===== src/rtl/stream_arb_mux.sv =====
// stream_arb_mux: registered N-channel stream multiplexer with valid/ready
// handshakes. The arbiter runs round-robin, fixed-priority or forced-select,
// and a packet lock keeps the grant on one channel until its last beat is taken.
module stream_arb_mux #(
  parameter  int N  = 8,
  parameter  int W  = 8,
  localparam int SW = $clog2(N)
) (
  input  logic           clk,
  input  logic           rst_n,
  input  logic [1:0]     mode,
  input  logic [SW-1:0]  sel,
  input  logic [N-1:0]   in_valid,
  input  logic [N-1:0]   in_last,
  input  logic [N*W-1:0] in_data,
  output logic [N-1:0]   in_ready,
  output logic           out_valid,
  output logic [W-1:0]   out_data,
  output logic           out_last,
  output logic [SW-1:0]  out_ch,
  input  logic           out_ready
);

  typedef enum logic {
    ST_IDLE   = 1'b0,
    ST_LOCKED = 1'b1
  } state_t;

  // Lowest set bit of v as {found, index}.
  function automatic logic [SW:0] f_first_set(input logic [N-1:0] v);
    logic [SW:0] res;
    res = '0;
    for (int k = N - 1; k >= 0; k--) begin
      res = v[k] ? {1'b1, SW'(k)} : res;
    end
    return res;
  endfunction

  state_t         r_state;
  state_t         w_state_nxt;
  logic [SW-1:0]  r_lock_ch;
  logic [SW-1:0]  r_rr_ptr;
  logic           r_out_valid;
  logic [W-1:0]   r_out_data;
  logic           r_out_last;
  logic [SW-1:0]  r_out_ch;

  logic           w_load;
  logic           w_xfer;
  logic           w_grant_valid;
  logic [SW-1:0]  w_grant;
  logic [W-1:0]   w_gdata;
  logic           w_glast;
  logic [N-1:0]   w_hi_mask;
  logic [SW:0]    w_rr_hi;
  logic [SW:0]    w_rr_lo;
  logic [SW:0]    w_rr;
  logic [SW:0]    w_prio;
  logic [SW:0]    w_forced;
  logic           w_forced_hit;

  // The output register can take a new beat when empty or being drained;
  // nothing is accepted while reset is held.
  assign w_load = (~r_out_valid | out_ready) & rst_n;
  assign w_xfer = w_load & w_grant_valid;

  // Round-robin: first valid channel at or above the pointer, else wrap to
  // the lowest valid channel below it.
  assign w_hi_mask = ~((N'(1) << r_rr_ptr) - N'(1));
  assign w_rr_hi   = f_first_set(in_valid & w_hi_mask);
  assign w_rr_lo   = f_first_set(in_valid);
  assign w_rr      = w_rr_hi[SW] ? w_rr_hi : w_rr_lo;
  assign w_prio    = f_first_set(in_valid);

  // Out-of-range sel shifts the one-hot off the top, so it never hits.
  assign w_forced_hit = |(in_valid & (N'(1) << sel));
  assign w_forced     = w_forced_hit ? {1'b1, sel} : '0;

  // Grant selection: locked channel only, otherwise per arbitration mode.
  always_comb begin
    w_grant_valid = 1'b0;
    w_grant       = '0;
    case (r_state)
      ST_LOCKED: begin
        w_grant_valid = in_valid[r_lock_ch];
        w_grant       = r_lock_ch;
      end
      ST_IDLE: begin
        case (mode)
          2'd1:    {w_grant_valid, w_grant} = w_prio;
          2'd2:    {w_grant_valid, w_grant} = w_forced;
          default: {w_grant_valid, w_grant} = w_rr;
        endcase
      end
      default: begin
        w_grant_valid = 1'b0;
        w_grant       = '0;
      end
    endcase
  end

  // Data and last marker of the granted channel.
  always_comb begin
    w_gdata = '0;
    w_glast = 1'b0;
    for (int k = 0; k < N; k++) begin
      w_gdata = (w_grant == SW'(k)) ? in_data[k*W +: W] : w_gdata;
      w_glast = (w_grant == SW'(k)) ? in_last[k]        : w_glast;
    end
  end

  // Only the granted channel sees ready, and only when a beat can be taken.
  assign in_ready = w_xfer ? (N'(1) << w_grant) : '0;

  // Packet lock: enter on a non-last beat, leave on the locked channel's last beat.
  always_comb begin
    w_state_nxt = r_state;
    case (r_state)
      ST_IDLE: begin
        if (w_xfer && !w_glast) begin
          w_state_nxt = ST_LOCKED;
        end else begin
          w_state_nxt = ST_IDLE;
        end
      end
      ST_LOCKED: begin
        if (w_xfer && w_glast) begin
          w_state_nxt = ST_IDLE;
        end else begin
          w_state_nxt = ST_LOCKED;
        end
      end
      default: w_state_nxt = ST_IDLE;
    endcase
  end

  // State, lock channel and round-robin pointer registers.
  always_ff @(posedge clk or negedge rst_n) begin
    if (!rst_n) begin
      r_state   <= ST_IDLE;
      r_lock_ch <= '0;
      r_rr_ptr  <= '0;
    end else begin
      r_state <= w_state_nxt;
      if (r_state == ST_IDLE && w_xfer && !w_glast) begin
        r_lock_ch <= w_grant;
      end
      if (w_xfer && w_glast) begin
        r_rr_ptr <= (w_grant == SW'(N - 1)) ? '0 : w_grant + SW'(1);
      end
    end
  end

  // Output beat register: load on transfer, empty when drained with no refill.
  always_ff @(posedge clk or negedge rst_n) begin
    if (!rst_n) begin
      r_out_valid <= 1'b0;
      r_out_data  <= '0;
      r_out_last  <= 1'b0;
      r_out_ch    <= '0;
    end else if (w_xfer) begin
      r_out_valid <= 1'b1;
      r_out_data  <= w_gdata;
      r_out_last  <= w_glast;
      r_out_ch    <= w_grant;
    end else if (out_ready) begin
      r_out_valid <= 1'b0;
    end
  end

  assign out_valid = r_out_valid;
  assign out_data  = r_out_data;
  assign out_last  = r_out_last;
  assign out_ch    = r_out_ch;

endmodule


===== config.mk =====
export PLATFORM = sky130hd
export DESIGN_NAME = stream_arb_mux
export DESIGN_NICKNAME = d
export VERILOG_FILES = /design/src/rtl/stream_arb_mux.sv
export SDC_FILE = /design/constraint.sdc
export NUM_CORES = 1
export LEC_CHECK = 0
export CORE_MARGIN = 10
export CORE_UTILIZATION = 37
export DETAILED_ROUTE_END_ITERATION = 8
export PLACE_DENSITY = 0.78
export SLEW_MARGIN = 20
export SYNTH_ARGS = -nofsm -noshare
export SYNTH_HDL_FRONTEND = slang
export SYNTH_SLANG_ARGS = --single-unit

===== constraint.sdc =====
create_clock -name clk -period 5.8 [get_ports clk]
set_input_delay 1.74 -clock clk [delete_from_list [all_inputs] [get_ports clk]]
set_output_delay 1.74 -clock clk [all_outputs]
set_load 0.03 [all_outputs]

# --- After elaboration in Yosys (flattened, before gate mapping) ---
# Cells that the tools add are included.
totals:
  ff_bits: 20
  input_bits: 88
  output_inout_bits: 21
  word_cells: 85
classes:
  n_addsub: 2
  n_lt_le_gt_ge: 1
  n_eq_ne: 9
  shifts: 3
  n_mux: 47
  bitwise: 8
  reduce_logical: 8
op_table:
  columns: ["cell", "count"]
  rows:
  - ["$mux 4", 18]
  - ["$mux 8", 9]
  - ["$shl 1x3->8 const A", 3]
  - ["$and 8x8->8", 2]
  - ["$mux 1", 13]
  - ["$eq 3x3->1 const B", 4]
  - ["$pmux 3 s2", 2]
  - ["$not 8->8", 1]
  - ["$reduce_or 8->1", 1]
  - ["$sub 8x2->8 const B", 1]
  - ["$eq 3x2->1 const B", 2]
  - ["$pmux 1 s2", 3]
  - ["$logic_and 1x1->1", 4]
  - ["$lt 3x4->1 const B", 1]
  - ["$add 3x1->3 const B", 1]
  - ["$bmux 1 s3", 1]
  - ["$eq 3x1->1 const B", 1]
  - ["$logic_not 3->1", 1]
  - ["$mux 3", 1]
  - ["$and 1x1->1", 2]
  - ["$eq 2x1->1 const B", 1]
  - ["$eq 2x2->1 const B", 1]
  - ["$not 1->1", 2]
  - ["$reduce_bool 2->1", 1]
  - ["2 further kinds", 2]

# --- Logic depth before layout (Yosys ltp) ---
# Gate-level depths: netlist of run 1.
logic_depth:
  depth_word: 28
  depth_mapped: 17

# --- Worst setup path after synthesis of run 1 ---
# Ideal clock, no wire load.
synth_path:
  kind: "input -> output"
  start: "input sel[1]"
  end: "output in_ready[2]"
  t_arrival_ns: 4.531
  required_time_ns: 4.060
  path_slack_ns: -0.471
  stages: 12
  path_buffers: 2
  cell_sequence: "mux4_2 -> mux2_2 -> a31oi_1 -> a21oi_1 -> o21ai_0 -> o21ai_0 -> inv_1 -> ha_1 -> clkbuf_1 -> inv_1 -> clkbuf_1 -> nor3_1"
synth_between:
  elab_chain_cells: 8
synth_lines:
  columns: ["item", "line_no", "rtl"]
  rows:
  - ["start: declaration", "12", "input logic [SW-1:0] sel,"]
  - ["$shl 1x3->8", "76", "assign w_forced_hit = |(in_valid & (N'(1) << sel));"]
  - ["$and 8x8->8", "76", null]
  - ["$reduce_or 8->1", "76", null]
  - ["$mux 4", "77", "assign w_forced = w_forced_hit ? {1'b1, sel} : '0;"]
  - ["$pmux 3 s2", "89", "case (mode)"]
  - ["$pmux 3 s2", "83", "case (r_state)"]
  - ["via w_grant[0]", "51", "logic [SW-1:0] w_grant;"]
  - ["$shl 1x3->8", "113", "assign in_ready = w_xfer ? (N'(1) << w_grant) : '0;"]
  - ["$mux 8", "113", null]
  - ["end: declaration", "16", "output logic [N-1:0] in_ready,"]
# The timed path passes the listed nets, and every way through them passes these cells.

# --- Worst setup path in the final report of run 1 ---
layout_path:
  start: "input sel[1]"
  end: "output in_ready[0]"
# Same word-level chain as after synthesis.

==> results of run 1 <==
kinds of logic after synthesis:
logic type / Yosys count / share of synthesized area, %
AO/OA/AOI/OAI: 122 / 38.2
AND/OR/NAND/NOR: 86 / 19.1
buffers and inverters: 39 / 7.17
flip-flops: 20 / 22.8
multiplexers: 12 / 8.20
adder cells (fa/ha/maj): 8 / 4.55
layer usage:
layer / GRT usage, % / vias to the layer above
li1: - / 1372
met1: 23.3 / 1385
met2: 33.0 / 138
met3: 3.49 / 19
met4: 2.84 / 0
met5: 0 / -
power by group:
group          internal (mW)  leakage (nW)  switching, mW
Sequential             0.213         0.236         0.0759
Combinational          0.700          1.40          0.902
Clock                 0.0921        0.0357         0.0483
stage by stage:
stage / std cells / utilization (%) / TNS [ns]
2_1_floorplan: 287 / - / 0
3_3_place_gp: 497 / 62.9 / -1.88
3_5_place_dp: 497 / 62.9 / -2.64
4_1_cts: 502 / 65.1 / 0
5_1_grt: 505 / 66.9 / -0.284
6_report: 505 / 66.9 / 0
Yosys cell counts, types with 4 or more instances:
cell type	instances
nor2_1	35
mux2_2	4
and3_1	4
nand2_1	17
clkbuf_1	15
nor2b_1	6
o21ai_0	31
ha_1	8
nor3_1	6
o22ai_1	18
and2_1	5
mux4_2	4
inv_1	18
a221o_1	9
a21oi_1	23
dfrtp_1	20
a211oi_1	8
worst reg2reg max path, stage by stage (launching register included):
cell,delay [ns]
dfrtp_1,0.45
inv_1,0.17
o31ai_1,0.38
nand2_1,0.11
o41ai_2,0.28
o21ai_2,0.14
o21ai_4,0.13
buf_4,0.15
ha_1,0.18
buf_4,0.22
nand3b_1,0.14
a311oi_1,0.12
and2_1,0.20
a2111o_1,0.40
o22a_2,0.26
mux2_4,0.33
flip-flops by register name, summed over array words and instances (netlist names), named ones only:
| signal | count |
|---|---|
| out_data | 8 |
| out_last | 1 |
| r_rr_ptr | 3 |
| r_lock_ch | 3 |
| out_ch | 3 |
| out_valid | 1 |
final timing paths:
path | startpoint | to | slack, ns | cells past startpoint
max | sel[1] | in_ready[0] | 0.02 | 11
min | out_last | out_last | 0.50 | 1
max reg2reg | r_rr_ptr[2] | r_lock_ch[1] | 2.03 | 15
min reg2reg | out_last | out_last | 0.50 | 1
max in group asynchronous | rst_n | out_valid | 3.66 | 2
min in group asynchronous | rst_n | r_lock_ch[0] | 1.92 | 2
placed cells by master, fill, tap and decap left out, drive strengths merged, types with 2 or more instances in the layout:
cell type	count
a211oi	8
o31ai	3
nand2b	4
nor2	35
inv	19
dlygate4sd2	6
clkbuf	3
o32ai	2
nor2b	6
mux4	4
and2	5
mux2	5
o21a	2
a22oi	2
nand2	17
mux2i	3
nand3	2
a41oi	2
a21boi	2
or4	2
a21o	3
clkdlybuf4s50	90
o311ai	3
o22ai	18
dlymetal6s2s	3
dfrtp	20
and3	4
ha	8
a221o	9
o21ai	31
nor3	6
buf	59
a21oi	24
area by class of cell:
class,instances,share of cell area (%)
flip-flops and latches,20,12.8
inverters,19,1.82
clock buffers,3,1.06
repair buffers,159,37.9
multi-input cells,228,43.3
clock inverters,1,0.768
well taps,75,2.40
timing repair:
action                     4_1_cts  5_1_grt
pin swaps                        4        7
gates resized for setup         27       16
setup endpoints to repair        8        8
setup buffers                    1        3
==> impl_metrics.yaml, run 1 <==
outcome:
  outcome: "finished clean"
global_routing:
  antenna_found_initial: 0
  grt_usage_pct: 18.7
  grt_pass1_vias: 2853
  grt_max_degree: 28
  grt-ovfl-total: 0
  grt_pass1_wl_um: 15100
critical_path:
  path_cells: "clkdlybuf4s15_1 -> mux4_2 -> mux2_4 -> a31oi_1 -> a21oi_1 -> o21ai_2 -> o21ai_4 -> inv_2 -> ha_1 -> and3_1 -> buf_4"
  crit_path_max_fanout: 4
  end_kind: "output pin"
  path_buf_inv: 3
  critPathTopFamily: "multiplexers"
  cpPeakStageDelay_ns: 0.53
  crit_type: "in2out"
  cp_slowest_cell: "mux4_2"
  start_kind: "input pin"
  cp.arrival_ns: 4.04
  cp.required_ns: 4.06
sta:
  tightest_slew_ns: 0.489
  fin_hold_ws_ns: 0.496
  rsz0062_at_grt: "true"
  slew_headroom_pct: 67.0
  layout_setup_ws_ns: 0.0174
  finalClockSkew_ns: 0.00687
  fmax_mhz: 173
  slew_violations: 0
  post-route-period-util_pct: 99.7
  setup-violations-final: 0
  hold_viol: 0
  fin_crit_ns: 5.78
min_path:
  hp-class: "reg2reg"
floorplanning:
  ios: 109
  num_rows: 28
  dieHeight_um: 97.1
  dieArea_um2: 9420
  core_area_um2: 5850
  initial_core_util_pct: 37.6
  fp.dieW_um: 97.1
route:
  wl_met3_um: 599
  routed-via-count: 2914
  wl_met2_um: 4980
  routedWlPerCell_um: 19.5
  wl_um: 9840
  firstDrtPassIters: 5
  first_iter_violations: 250
  drc: 0
  wl_met1_um: 4100
  antenna_left: 0
  post_drt_via_cell_ratio: 5.77
  top_layer_used: "met4"
logic_synthesis:
  netlist_top_cells_area: "dfrtp_1, o21ai_0, nor2_1"
  yosys_warnings: 0
  ys_ff_latch: 20
  synthCells: 287
  synth_top_area_share_pct: 22.8
  synth_edf_count: 0
  syn_area_um2: 2200
  synthFlopType: "dfrtp_1"
  synth.largest_area_cell: "dfrtp_1"
  synth_nets: 383
  synth.avg_cell_area_um2: 7.66
  synthArstFlopShare_pct: 100
  yosysUniqueCellTypes: 58
  yosysSeqAreaShare_pct: 22.8
placed_design:
  pre_cts_slack_ns: -0.387
  placed_cell_area_um2: 3680
  dp_hpwl_um: 7520
  io_buffers: 108
  routabilityCongestion: 0.980
pwr:
  powerDensity_nw_per_um2: 519
  power_mw: 2.03
  leakagePower_nw: 1.67
  max-vdd-ir-drop_mv: 0.362
clock_tree:
  clockBufferDepth: 2
  clk_pin_slew_ns: 0.07
  root_buffer: "clkbuf_8"
  insertion_delay_ns: 0.26
  htree_levels: 1
  hold_buffers: 0
  clkSinkCount: 20
  cts_buffers: 3
  cts_tree: "done"
layout:
  area_delta_synth_final_pct: 78.0
  finish.net_count: 527
  regArea_um2: 500
  multi_input_area_um2: 1690
  nFillCells: 456
  drive_gt1_share_pct: 24.4
  diodes: 0
  design_area_um2: 3910
run:
  cap_violations: 0
No activity file was read; power rests on OpenSTA's default activity.
==> inputs of run 2 (changes only) <==
--- a/config.mk
+++ b/config.mk
@@ -8,6 +8,7 @@
 export CORE_MARGIN = 10
 export CORE_UTILIZATION = 37
 export DETAILED_ROUTE_END_ITERATION = 8
+export GPL_TIMING_DRIVEN = 1
 export PLACE_DENSITY = 0.78
 export SLEW_MARGIN = 20
 export SYNTH_ARGS = -nofsm -noshare
==> results of run 2 <==
The final DEF is identical to that of run 1; final timing and power are the same.
==> RTL edit 1: new RTL, flow settings as in run 2 <==
Change the parameter `W` from 8 to 7.
--- a/src/rtl/stream_arb_mux.sv
+++ b/src/rtl/stream_arb_mux.sv
@@ -5,3 +5,3 @@
   parameter  int N  = 8,
-  parameter  int W  = 8,
+  parameter  int W  = 7,
   localparam int SW = $clog2(N)
Ports: changed (resized in_data and out_data); port bits go from 109 to 100. No check against the original RTL was run, so the function may have changed too.
==> RTL edit 1 against run 2 <==
Area after synthesis is 1.1% lower; sequential cell count is 1 lower; sequential share of layout area is 0.079 points lower; design area is 4.4% lower; register-to-register slack better by 0.08 ns; worst setup slack better by 0.035 ns; synthesized cell count is 2.8% lower; global-route usage is 0.59 points higher; total power is 11% lower; routed wire length is 3.7% lower; critical endpoint is now in_ready[4].
==> RTL edit 1: results (changes against run 2) <==
DRT_ITER0_DRC=186  # -26%
NETS=500  # -5.1%
DR_TOTAL_VIAS=2819  # -3.3%
SLEW-LIMIT-HEADROOM=0.623  # -0.0473
POWER.DENSITY_nW_PER_UM2=485  # -6.5%
GRT_FIRST_PASS_WIRELENGTH_UM=15200  # +1.3%
POST_PLACE_INSTANCE_AREA_UM2=3550  # -3.4%
SYNTH.TOP_CELL.AREA_SHARE=0.219  # -0.00902
LAYOUT-DRIVE-GT1-SHARE=0.263  # +0.0186
RUN_STATUS='finished, final reports clean'
YS_TOP_CELLS_BY_COUNT='sky130_fd_sc_hd__nor2_1 (31), sky130_fd_sc_hd__nand2_1 (25), sky130_fd_sc_hd__a21oi_1 (21)'
WORSTSETUPSTARTPOINT='in_valid[4]'
GRT_START_MAX_NET_PINS=29  # +3.6%
WORST_R2R_STARTPOINT='r_rr_ptr[1]'
SYNTH_TOP_CELLS_BY_AREA='sky130_fd_sc_hd__dfrtp_1 (22%), sky130_fd_sc_hd__nor2_1 (5.4%), sky130_fd_sc_hd__mux4_2 (5.2%)'
MET3_USAGE=0.0454  # +0.0106
GLOBALROUTEMET2UTIL=0.325  # -0.00509
YOSYS.CELL_TYPES.COUNT=59  # +1.7%
CRITPATHARRIVALTIME_NS=4.01  # -0.03 ns
FIRST_PASS_ITERS=4  # -1
HP-START='out_valid'
SYN_NETS=367  # -4.2%
CLOCK-SKEW-FINAL_NS=0.00438  # -0.00249 ns
WL_PER_CELL_UM=19.6  # +0.66%
FILLCELLCOUNT=451  # -1.1%
DP_HPWL_UM=7220  # -4.0%
-- RTL edit 1: worst max-delay path, delay by kind of cell --
family	cells	cell delay [ns]
and+or+nand+nor	2	0.37
AOI/OAI and AO/OA	2	0.42
muxes	2	0.76
buffers and inverters	4	0.56
adders and majority gates	1	0.15
-- RTL edit 1: what timing repair did --
item | CTS | global route
endpoints found under the setup margin | 8 | 8
gates resized for setup | 38 | 14
setup buffers | 1 | 3
pin swaps | 5 | 2
-- RTL edit 1: final cells by class --
class                   count  share of cell area
clock buffers               3              0.0110
clock inverters             1             0.00134
inverters                  13              0.0144
multi-input cells         223               0.452
flip-flops and latches     19               0.127
well taps                  72              0.0241
repair buffers            152               0.370
-- RTL edit 1: where the power goes --
part           switching [mW]  internal [mW]
sequential             0.0739          0.199
combinational           0.786          0.662
clock                  0.0468         0.0479
total                   0.906          0.909
-- RTL edit 1: final timing paths --
| check | slack, ns | depth (start not counted) | endpoint |
|---|---|---|---|
| hold reg to reg | 0.50 | 2 | out_valid |
| max in group asynchronous | 3.76 | 2 | r_lock_ch[0] |
| hold / removal | 0.50 | 2 | out_valid |
| setup / recovery | 0.05 | 11 | in_ready[4] |
| setup reg to reg | 2.11 | 16 | r_lock_ch[2] |
| min in group asynchronous | 1.83 | 2 | out_valid |
-- RTL edit 1: stage by stage --
stage,worst slack [ns],std cells
after CTS,-0.00141,480
after detailed placement,-0.450,475
after global routing,-0.0104,483
after global placement,-0.392,475
final,0.0527,483
after floorplan,0.00307,279
-- RTL edit 1: cells by family (layout without fill, tap and decap cells) --
group	Yosys count	count (layout)	share of synthesized area
and+or+nand+nor	96	96	0.224
AOI/OAI and AO/OA	100	100	0.319
DFF	19	19	0.219
muxes	19	19	0.125
buffers and inverters	37	169	0.0667
adders and majority gates	8	8	0.0460
-- RTL edit 1: metal layers --
| layer | routed length, um | vias up |
|---|---|---|
| li1 | - | 1310 |
| met3 | 622 | 28 |
| met1 | 3690 | 1362 |
| met5 | 0 | - |
| met4 | 345 | 0 |
| met2 | 4810 | 119 |
==> RTL edit 2: new RTL, settings of run 2 <==
Without the edit above. Register the input `mode` before use. The logic sees it one clock later. The other inputs are not delayed to match.
--- a/src/rtl/stream_arb_mux.sv
+++ b/src/rtl/stream_arb_mux.sv
@@ -27,2 +27,8 @@
   } state_t;
+
+  logic [1:0] mode_q;
+
+  always_ff @(posedge clk) begin
+    mode_q <= mode;
+  end
 
@@ -88,3 +94,3 @@
       ST_IDLE: begin
-        case (mode)
+        case (mode_q)
           2'd1:    {w_grant_valid, w_grant} = w_prio;
Formal check against the unedited RTL: not equivalent (a bounded check fails within 4 cycles, from zero or initial values and one cycle with rst_n low).
==> RTL edit 2 against run 2 <==
Worst setup slack improved by 0.022 ns; total power decreased by 9.8%; critical path depth unchanged; sequential cell count increased by 2; worst hold slack improved by 0.0027 ns; routed wire length decreased by 4.8%; design area decreased by 0.86%; maximum frequency increased by 0.38%; area after synthesis increased by 5.6%; largest cell class unchanged; largest power group unchanged.
==> RTL edit 2: results (changes against run 2) <==
FIRST_GLOBAL_VIAS=2698  # -5.4%
FILLCELLCOUNT=516  # +13%
ENDPOINT_OF_THE_WORST_SLACK_REG_TO_REG_TIMING_PATH='r_lock_ch[0]'
FF2FF_SETUP_SLACK_NS=1.82  # -0.21 ns
SYNTH_SEQUENTIAL_AREA_RATIO=0.233  # +0.00510
NUMPLACEDINSTANCES=493  # -0.80%
GR-USAGE-MET1=0.222  # -0.0116
POST_SYNTH.CELL_AREA_AVG_UM2=7.74  # +1.1%
RUN_STATUS='finished, final reports clean'
NETS=525  # -0.38%
CRITPATHARRIVALTIME_NS=4.02  # -0.02 ns
SWITCHING_SHARE=0.495  # -0.0101
CPPEAKSTAGEDELAY_NS=0.47  # -0.06 ns
PEAKVDDDROP_mV=0.302  # -17%
WORSTSETUPSTARTPOINT='in_valid[7]'
ENDPOINT='in_ready[2]'
YOSYS.CELL_TYPES.COUNT=53  # -8.6%
GLOBAL_ROUTE.USAGE.TOTAL=0.174  # -0.0129
DR_TOTAL_VIAS=2823  # -3.1%
CTS_SETUP_BUFFERS=6  # +5
SYNTH_COMPOUND_AREA_FRAC=0.351  # -0.0306
YS_TOP_CELLS_BY_COUNT='sky130_fd_sc_hd__nand2_1 (44), sky130_fd_sc_hd__o21ai_0 (34), sky130_fd_sc_hd__nor2_1 (24)'
MET3_USAGE=0.0304  # -0.00440
CLOCK-SKEW-FINAL_NS=0.00357  # -0.00331 ns
DP_HPWL_UM=7350  # -2.2%
WL_MET1_UM=3960  # -3.3%
DRT_ITER0_DRC=297  # +19%
P_LEAK_nW=1.63  # -2.3%
SYN_NETS=396  # +3.4%
LAYOUT-DRIVE-GT1-SHARE=0.231  # -0.0129
MET3ROUTEDLENGTH_UM=630  # +5.2%
SYNTHARSTFLOPSHARE=0.909  # -0.0909
FINAL_CELL_COUNT_NO_FILL=503  # -0.40%
CRIT_FAMILY='compound AO/OA/AOI/OAI gates'
MIN_DELAY_PATH_DEPTH=2  # +1
SLEW-LIMIT-HEADROOM=0.623  # -0.0473
-- RTL edit 2: logic make-up (layout without fill, tap and decap cells) --
kind of cell,Yosys count,in the layout
buffers and inverters,46,174
flip-flops,22,22
AND/OR/NAND/NOR,94,94
multiplexers,16,16
adder cells (fa/ha/maj),8,8
AO/OA/AOI/OAI,114,114
-- RTL edit 2: metrics by stage --
step                      area (um2)  hold WS (ns)  power (mW)   util  setup slack (ns)
after floorplan                 2400         0.527        1.18      -           -0.0546
after global placement          3720         0.468        1.62  0.621            -0.331
after detailed placement        3720         0.482        1.64  0.621            -0.403
after CTS                       3870         0.501        1.81  0.646          0.000947
after global routing            3880         0.526        1.98  0.647          0.000716
final                           3880         0.498        1.83  0.647            0.0393
-- RTL edit 2: cell type report --
| type | instances | area share |
|---|---|---|
| inverter | 20 | 0.0194 |
| tap | 75 | 0.0242 |
| multi-input combinational | 232 | 0.445 |
| sequential | 22 | 0.139 |
| timing repair buffer | 150 | 0.360 |
| clock buffer | 4 | 0.0116 |
